[config.mk]
export PLATFORM = sky130hd
export DESIGN_NAME = lsu_align
export DESIGN_NICKNAME = d
export VERILOG_FILES = /design/src/rtl/lsu_pkg.sv /design/src/rtl/lsu_load_format.sv /design/src/rtl/lsu_align.sv
export SDC_FILE = /design/constraint.sdc
export NUM_CORES = 1
export LEC_CHECK = 0
export BUFFER_PORTS_ARGS = -buffer_cell sky130_fd_sc_hd__buf_2
export CORE_UTILIZATION = 51
export CTS_BUF_LIST = sky130_fd_sc_hd__clkbuf_2
export DETAILED_ROUTE_END_ITERATION = 16
export PLACE_DENSITY_LB_ADDON = 0.25
export SYNTH_ARGS = -nofsm -noshare
export SYNTH_HDL_FRONTEND = slang
export SYNTH_SLANG_ARGS = --single-unit
[constraint.sdc]
create_clock -name clk -period 3.1 [get_ports clk]
set_input_delay 0.31 -clock clk [delete_from_list [all_inputs] [get_ports clk]]
set_output_delay 0.31 -clock clk [all_outputs]
set_load 0.02 [all_outputs]
[src/rtl/lsu_pkg.sv]
// rtl/lsu_pkg.sv - funct3 encodings, state type and size helpers for the load/store aligner
package lsu_pkg;

  localparam logic [2:0] F3_B  = 3'b000;
  localparam logic [2:0] F3_H  = 3'b001;
  localparam logic [2:0] F3_W  = 3'b010;
  localparam logic [2:0] F3_BU = 3'b100;
  localparam logic [2:0] F3_HU = 3'b101;

  typedef enum logic [1:0] {
    IDLE = 2'd0,
    ACC0 = 2'd1,
    ACC1 = 2'd2,
    RESP = 2'd3
  } lsu_state_t;

  function automatic logic [2:0] size_of(input logic [2:0] funct3);
    case (funct3[1:0])
      2'b00:   size_of = 3'd1;
      2'b01:   size_of = 3'd2;
      default: size_of = 3'd4;
    endcase
  endfunction

  function automatic logic funct3_ok(input logic we, input logic [2:0] funct3);
    if (we) funct3_ok = (funct3 == F3_B) || (funct3 == F3_H) || (funct3 == F3_W);
    else    funct3_ok = (funct3 != 3'b011) && (funct3 != 3'b110) && (funct3 != 3'b111);
  endfunction

endpackage

[src/rtl/lsu_load_format.sv]
// rtl/lsu_load_format.sv - shifts the {hi,lo} word pair down by the byte offset and extends per funct3
module lsu_load_format
  import lsu_pkg::*;
(
  input  logic [63:0] data,
  input  logic [1:0]  offset,
  input  logic [2:0]  funct3,
  output logic [31:0] result
);

  logic [63:0] shifted;

  always_comb begin
    shifted = data >> {offset, 3'b000};
    case (funct3)
      F3_B:    result = {{24{shifted[7]}}, shifted[7:0]};
      F3_H:    result = {{16{shifted[15]}}, shifted[15:0]};
      F3_BU:   result = {24'b0, shifted[7:0]};
      F3_HU:   result = {16'b0, shifted[15:0]};
      default: result = shifted[31:0];
    endcase
  end

endmodule

[src/rtl/lsu_align.sv]
// rtl/lsu_align.sv - splits loads/stores into one or two word-aligned byte-enabled memory accesses
module lsu_align
  import lsu_pkg::*;
#(
  parameter int DM_ADDRESS = 9,
  parameter int DATA_W     = 32
) (
  input  logic                  clk,
  input  logic                  reset,
  input  logic                  req_valid,
  output logic                  req_ready,
  input  logic                  req_we,
  input  logic [2:0]            req_funct3,
  input  logic [DM_ADDRESS-1:0] req_addr,
  input  logic [DATA_W-1:0]     req_wdata,
  output logic [DM_ADDRESS-1:0] mem_addr,
  output logic                  mem_re,
  output logic                  mem_we,
  output logic [3:0]            mem_be,
  output logic [DATA_W-1:0]     mem_wdata,
  input  logic [DATA_W-1:0]     mem_rdata,
  output logic                  resp_valid,
  output logic [DATA_W-1:0]     resp_rdata,
  output logic                  resp_err
);

  lsu_state_t            state_q, state_d;
  logic                  we_q, we_d;
  logic [2:0]            funct3_q, funct3_d;
  logic [DM_ADDRESS-1:0] addr_q, addr_d;
  logic [DATA_W-1:0]     wdata_q, wdata_d;
  logic [DATA_W-1:0]     lo_q, lo_d;
  logic [DATA_W-1:0]     resp_rdata_q, resp_rdata_d;
  logic                  resp_err_q, resp_err_d;

  logic [1:0]            offset;
  logic [2:0]            size;
  logic [3:0]            size_mask;
  logic [7:0]            be_full;
  logic [2*DATA_W-1:0]   wdata_full;
  logic                  crosses;
  logic [DM_ADDRESS-3:0] word_idx, next_word_idx;
  logic [2*DATA_W-1:0]   fmt_data;
  logic [DATA_W-1:0]     fmt_result;

  always_comb begin
    offset        = addr_q[1:0];
    size          = size_of(funct3_q);
    size_mask     = (size == 3'd1) ? 4'b0001 : (size == 3'd2) ? 4'b0011 : 4'b1111;
    be_full       = {4'b0000, size_mask} << offset;
    wdata_full    = {{DATA_W{1'b0}}, wdata_q} << {offset, 3'b000};
    crosses       = ({2'b00, offset} + {1'b0, size}) > 4'd4;
    word_idx      = addr_q[DM_ADDRESS-1:2];
    // Wraps modulo the word count, so the last word is followed by word 0.
    next_word_idx = word_idx + 1'b1;
    fmt_data      = (state_q == ACC1) ? {mem_rdata, lo_q} : {{DATA_W{1'b0}}, mem_rdata};
  end

  lsu_load_format u_fmt (
    .data   (fmt_data),
    .offset (offset),
    .funct3 (funct3_q),
    .result (fmt_result)
  );

  always_comb begin
    state_d      = state_q;
    we_d         = we_q;
    funct3_d     = funct3_q;
    addr_d       = addr_q;
    wdata_d      = wdata_q;
    lo_d         = lo_q;
    resp_rdata_d = resp_rdata_q;
    resp_err_d   = resp_err_q;
    req_ready    = 1'b0;
    mem_addr     = '0;
    mem_re       = 1'b0;
    mem_we       = 1'b0;
    mem_be       = 4'b0000;
    mem_wdata    = '0;
    resp_valid   = 1'b0;

    case (state_q)
      IDLE: begin
        req_ready = 1'b1;
        if (req_valid) begin
          we_d         = req_we;
          funct3_d     = req_funct3;
          addr_d       = req_addr;
          wdata_d      = req_wdata;
          resp_rdata_d = '0;
          resp_err_d   = !funct3_ok(req_we, req_funct3);
          state_d      = funct3_ok(req_we, req_funct3) ? ACC0 : RESP;
        end
      end
      ACC0: begin
        mem_addr  = {word_idx, 2'b00};
        mem_be    = be_full[3:0];
        mem_wdata = wdata_full[DATA_W-1:0];
        mem_re    = !we_q;
        mem_we    = we_q;
        if (!we_q) lo_d = mem_rdata;
        if (crosses) begin
          state_d = ACC1;
        end else begin
          state_d = RESP;
          if (!we_q) resp_rdata_d = fmt_result;
        end
      end
      ACC1: begin
        mem_addr  = {next_word_idx, 2'b00};
        mem_be    = be_full[7:4];
        mem_wdata = wdata_full[2*DATA_W-1:DATA_W];
        mem_re    = !we_q;
        mem_we    = we_q;
        state_d   = RESP;
        if (!we_q) resp_rdata_d = fmt_result;
      end
      RESP: begin
        resp_valid = 1'b1;
        state_d    = IDLE;
      end
      default: state_d = IDLE;
    endcase
  end

  always_ff @(posedge clk or posedge reset) begin
    if (reset) begin
      state_q      <= IDLE;
      we_q         <= 1'b0;
      funct3_q     <= 3'b000;
      addr_q       <= '0;
      wdata_q      <= '0;
      lo_q         <= '0;
      resp_rdata_q <= '0;
      resp_err_q   <= 1'b0;
    end else begin
      state_q      <= state_d;
      we_q         <= we_d;
      funct3_q     <= funct3_d;
      addr_q       <= addr_d;
      wdata_q      <= wdata_d;
      lo_q         <= lo_d;
      resp_rdata_q <= resp_rdata_d;
      resp_err_q   <= resp_err_d;
    end
  end

  assign resp_rdata = resp_rdata_q;
  assign resp_err   = resp_err_q;

endmodule

# Yosys cells after proc, flatten, opt, wreduce, memory -nomap -nowiden
# Cells that the tools add are included.
[classes]
n_reduce_logical = 15
n_lt_le_gt_ge = 1
n_shift = 3
muxes = 23
bitwise_logic = 1
eq_ne = 16
n_addsub = 2
[ops]
columns = ["op", "count"]
rows = [
  ["$pmux W32 S4", 1],
  ["$mux W32", 3],
  ["$pmux W32 S3", 1],
  ["$mux W64", 1],
  ["$pmux W32 S2", 1],
  ["$shl A32 B5 Y64", 1],
  ["$shr A64 B5 Y32", 1],
  ["$pmux W9 S2", 1],
  ["$eq A3 B1 Y1 const B", 3],
  ["$mux W1", 8],
  ["$mux W4", 2],
  ["$pmux W2 S4", 1],
  ["$pmux W4 S2", 1],
  ["$shl A4 B2 Y8", 1],
  ["$add A7 B1 Y7 const B", 1],
  ["$eq A3 B2 Y1 const B", 2],
  ["$eq A3 B3 Y1 const B", 2],
  ["$logic_not A3 Y1", 2],
  ["$ne A3 B3 Y1 const B", 2],
  ["$pmux W3 S2", 1],
  ["$add A2 B3 Y4", 1],
  ["$eq A2 B1 Y1 const B", 2],
  ["$eq A2 B2 Y1 const B", 2],
  ["$gt A4 B3 Y1 const B", 1],
  ["12 further kinds", 19],
]
[totals]
output_inout_bits = 82
regBits = 112
word_cells = 69
in_bits = 80

# Longest topological paths before layout
[logic_depth]
word_depth = 9
mapped_depth = 10
ltp_nobuf = 8

# Cells and area by module
# Synthesis repeated with hierarchy kept, for this count alone.
[hier_totals]
hier_cells = 713
area_unflattened_um2 = 7802.5
[modules_own_cells]
columns = ["mod", "n_inst", "cells_each", "area_each_um2", "seq_area_each_um2"]
rows = [
  ["lsu_align", 1, 612, 6682.7, 2802.7],
  ["lsu_load_format", 1, 101, 1119.8, 0.0],
]

# Least setup slack after synthesis
# Ideal clock, no wire load.
[synth_path]
kind = "register to register"
startpoint = "reg funct3_q[1]"
endpoint = "reg resp_rdata_q[19] (netlist: resp_rdata[19])"
path_stages_with_launch = 10
setup_ns = 0.121
required_time_ns = 2.979
n_path_buf = 2
t_arrival_ns = 2.443
setup_slack_ns = 0.536
period_less_slack_ns = 2.564
cell_sequence = "dfrtp_1 > nor2_1 > clkbuf_1 > ha_1 > fa_1 > o21a_1 > a22oi_1 > nand2_1 > clkbuf_1 > a22o_1"
[synth_between]
elab_chain_len = 6
elab_cells_between_ends = 15
classes_between = "add/sub (1); order compare (1); eq/ne (5); mux (5); reduce/logical (3)"
[synth_lines]
columns = ["element", "line", "text"]
rows = [
  ["start, declared", "lsu_align.sv:29", "logic [2:0] funct3_q, funct3_d;"],
  ["start signal, assigned", "lsu_align.sv:140", "funct3_q <= funct3_d;"],
  ["$eq A2 B1 Y1 / $logic_not A2 Y1 (equally long branches)", "lsu_pkg.sv:18", "case (funct3[1:0])"],
  ["$pmux W3 S2", "lsu_pkg.sv:18", ""],
  ["$add A2 B3 Y4", "lsu_align.sv:52", "crosses = ({2'b00, offset} + {1'b0, size}) > 4'd4;"],
  ["$gt A4 B3 Y1", "lsu_align.sv:52", ""],
  ["$ne A2 B2 Y1 (no source line)", "n/a", ""],
  ["$reduce_and A3 Y1 (no source line)", "n/a", ""],
  ["end signal, assigned", "lsu_align.sv:144", "resp_rdata_q <= resp_rdata_d;"],
  ["end, declared", "lsu_align.sv:33", "logic [DATA_W-1:0] resp_rdata_q, resp_rdata_d;"],
]
# Parallel ways exist; a longest one is shown, timed or not. The select of a mux whose other input is x is not followed.
# A chain may end at the register's enable or synchronous reset.

# Worst setup path after layout
[layout_path]
startpoint = "reg funct3_q[0]"
endpoint = "out mem_be[2]"
[layout_between]
elab_chain_len = 7
elab_cells_between_ends = 9
classes_between = "eq/ne (3); shift (1); mux (4); reduce/logical (1)"
[layout_lines]
columns = ["element", "line", "text"]
rows = [
  ["$eq A2 B1 Y1 / $logic_not A2 Y1 (equally long branches)", "lsu_pkg.sv:18", ""],
  ["$pmux W3 S2 (*)", "lsu_pkg.sv:18", ""],
  ["$eq A3 B2 Y1", "lsu_align.sv:49", "size_mask = (size == 3'd1) ? 4'b0001 : (size == 3'd2) ? 4'b0011 : 4'b1111;"],
  ["$mux W4", "lsu_align.sv:49", ""],
  ["$mux W4 (*)", "lsu_align.sv:49", ""],
  ["$shl A4 B2 Y8 (*)", "lsu_align.sv:50", "be_full = {4'b0000, size_mask} << offset;"],
  ["$pmux W4 S2 (*)", "lsu_align.sv:83", "case (state_q)"],
  ["end, declared", "lsu_align.sv:19", "output logic [3:0] mem_be,"],
]
# Every way passes the cells marked *; elsewhere a longest branch is shown, timed or not.

==> flow_summary.ini <==
[global_routing]
overflow = 0
grt_pass1_vias = 6425
grt_util_all_layers_pct = 29.8
grt_pass1_wl_mm = 32.8
antenna_found_initial = 0
grt_max_degree = 54

[route]
wl_per_cell_um = 19.2
drt-total-wl_mm = 20.5
drc = 0
drt_iter0_markers = 482
vias_per_cell = 5.95
num_vias = 6351
drt_first_pass_iters = 6
drtAntennaViolNets = 0

[synth]
synth.cell_area_sq_um = 6980
synth_edf_count = 0
synth_warnings = 0
synth_seq_cells = 112
synth.top_cells.by_area = dfrtp_1 40%, mux2_2 14%, mux2i_1 9.2%, a22o_1 3.3%, nand2_1 2.6%
async_reset_ff_share_pct = 100
ys.flop_type = dfrtp_1
synth.top_cell.area_share_pct = 40.2
synthCells = 663
synth-seq-area-share_pct = 40.2
syn_avg_cell_area_sq_um = 10.5
synth_largest_area_cell = dfrtp_1
ys_types = 51

[setup_path]
worstPathRequired_ns = 2.79
cp_max_fo = 10
criticalPathCategory = register to output port
reg2reg_depth = 9
r2r_start = funct3_q[0]$_DFFE_PP0P_
worst_r2r_endpoint = resp_rdata[25]$_DFFE_PP0P_
critPathLaunchType = register
cp.arrival_ns = 2.69
rrSetupSlack_ns = 0.56
endpoint_kind = output port

[place]
dpl.hpwl_mm = 14.0
placed_area_sq_um = 7930
io_buffers = 159
post-place-ws_ns = 0.588
gp_congestion = 0.932

[floorplanning]
dieArea_sq_um = 14100
top_level_ports = 162
core_sq_um = 13300
rows = 42
die_h_um = 119
die_w_um = 119
initial_utilization_pct = 52.5

[layout]
final_cell_mix = 159 x buf_2, 107 x dfrtp_1, 89 x mux2_2
ff_latch_area_sq_um = 2810
fin_nets = 977
final_common_cell = buf_2
nFillCells = 1013
drive_gt1_share_pct = 36.3
diodes = 0
area_delta_synth_final_pct = 28.1
multi_input_area_sq_um = 3920
fin_util_pct = 67.2
fin_area_sq_um = 8930

[sta]
tightest_slew_ns = 0.672
finClkSkew_ns = 0.0207
hold_slack_ns = 0.267
hold_viol_final = 0
fin_crit_ns = 3.00
setup_violations = 0
drv_slew = 0
fmax_mhz = 333
finalCritPeriodShare_pct = 96.8
slew-limit-headroom_pct = 55.1
fin_ws_ns = 0.0982

[clock_tree]
cts_sinks = 112
htreeDepth = 3
cts.root.buffer_cell = clkbuf_2
cts_buffers = 9
cts_tree = done
clkLatencyLatePin_ns = 0.65
cts.path.max_buffers = 2
clkTransAtPathRegs_ns = 0.27

[outcome]
outcome = completed

[power]
vdd_drop_max_mv = 0.572
powerDensity_nw_per_um2 = 1130
power_mw = 10.1
p_leak_nw = 4.11

[worst_hold_path]
min_path_type = input pin to async pin

[run]
max-cap-violations = 0
==> report_power, final <==
group	switching, mW	total, mW	internal (mW)
registers	0.548	2.72	2.17
clock network	0.497	0.691	0.194
logic	3.74	6.69	2.95
total	4.78	10.1	5.32
==> per-layer routing <==
layer  wire length [um]  GRT usage (%)  share of wire [%]
met2              10300           51.5                 50
met5                  0              0                  0
met3               1430           4.89                7.0
met1               8150           35.9                 40
met4                629           14.7                3.1
==> critical path, stage by stage (launching register included) <==
cell and delay (ns):
dfrtp_1 0.50, nor2_1 0.23, buf_4 0.24, inv_2 0.08
ha_1 0.31, nor2b_1 0.16, o22ai_1 0.14, a32oi_1 0.07
nor2b_1 0.14, buf_2 0.19
==> flip-flops by register name, summed over array words and instances (netlist names) <==
signal and cells:
funct3_q 3, resp_rdata 32, state_q 2, resp_err 1, addr_q 9, wdata_q 32
we_q 1, lo_q 32
==> how the worst max path moves through the flow <==
stage / from / endpoint / slack (ns) / cells past startpoint
after floorplan: funct3_q[1]$_DFFE_PP0P_ / resp_rdata[19]$_DFFE_PP0P_ / 0.54 / 9
after global placement: addr_q[0]$_DFFE_PP0P_ / resp_rdata[16]$_DFFE_PP0P_ / 0.65 / 6
after detailed placement: state_q[1]$_DFFE_PP0N_ / mem_wdata[18] / 0.59 / 9
after CTS: state_q[1]$_DFFE_PP0N_ / mem_wdata[18] / 0.006 / 9
after global routing: funct3_q[0]$_DFFE_PP0P_ / mem_be[2] / -0.01 / 9
final: funct3_q[0]$_DFFE_PP0P_ / mem_be[2] / 0.1 / 9
==> per-stage QoR <==
stage | cells | TNS [ns]
2_1_floorplan | 664 | 0
3_3_place_gp | 967 | 0
3_5_place_dp | 967 | 0
4_1_cts | 1062 | 0
5_1_grt | 1067 | -0.0124
6_report | 1067 | 0
==> Yosys cell counts, types with 15 or more instances <==
| master | count |
|---|---|
| mux2_2 | 89 |
| o21ai_0 | 22 |
| dfrtp_1 | 112 |
| a22oi_1 | 15 |
| o21ai_1 | 16 |
| o22ai_1 | 17 |
| clkbuf_1 | 33 |
| nand2_1 | 48 |
| mux2i_1 | 64 |
| nor2_1 | 37 |
| a22o_1 | 26 |
| nor2b_1 | 22 |
==> cell type report <==
class,count,share of cell area [%]
timing repair buffer,268,20.6
clock buffer,11,0.616
sequential,112,31.5
multi-input combinational,488,43.9
clock inverter,5,0.644
inverter,7,0.336
tap,176,2.46
==> cell families (layout without fill, tap and decap cells) <==
group	count (synthesis)	in the layout	share of synthesized area, %
mux	168	168	27.2
compound gates	157	157	15.7
simple gates	147	147	10.1
flops	112	112	40.2
buf+inv	64	291	4.41
fa+ha+maj	11	11	2.08
xor+xnor	3	3	0.377
other cells	1	2	0.0538
==> what timing repair did <==
item | 4_1_cts | 5_1_grt
gates cloned | 0 | 0
pin swaps | 0 | 1
endpoints found under the setup margin | 25 | 25
endpoints found under the hold margin | 105 | 0
resized for setup | 5 | 13
setup buffers | 0 | 5
hold buffers | 79 | 0
(Power assumes the default switching activity.)
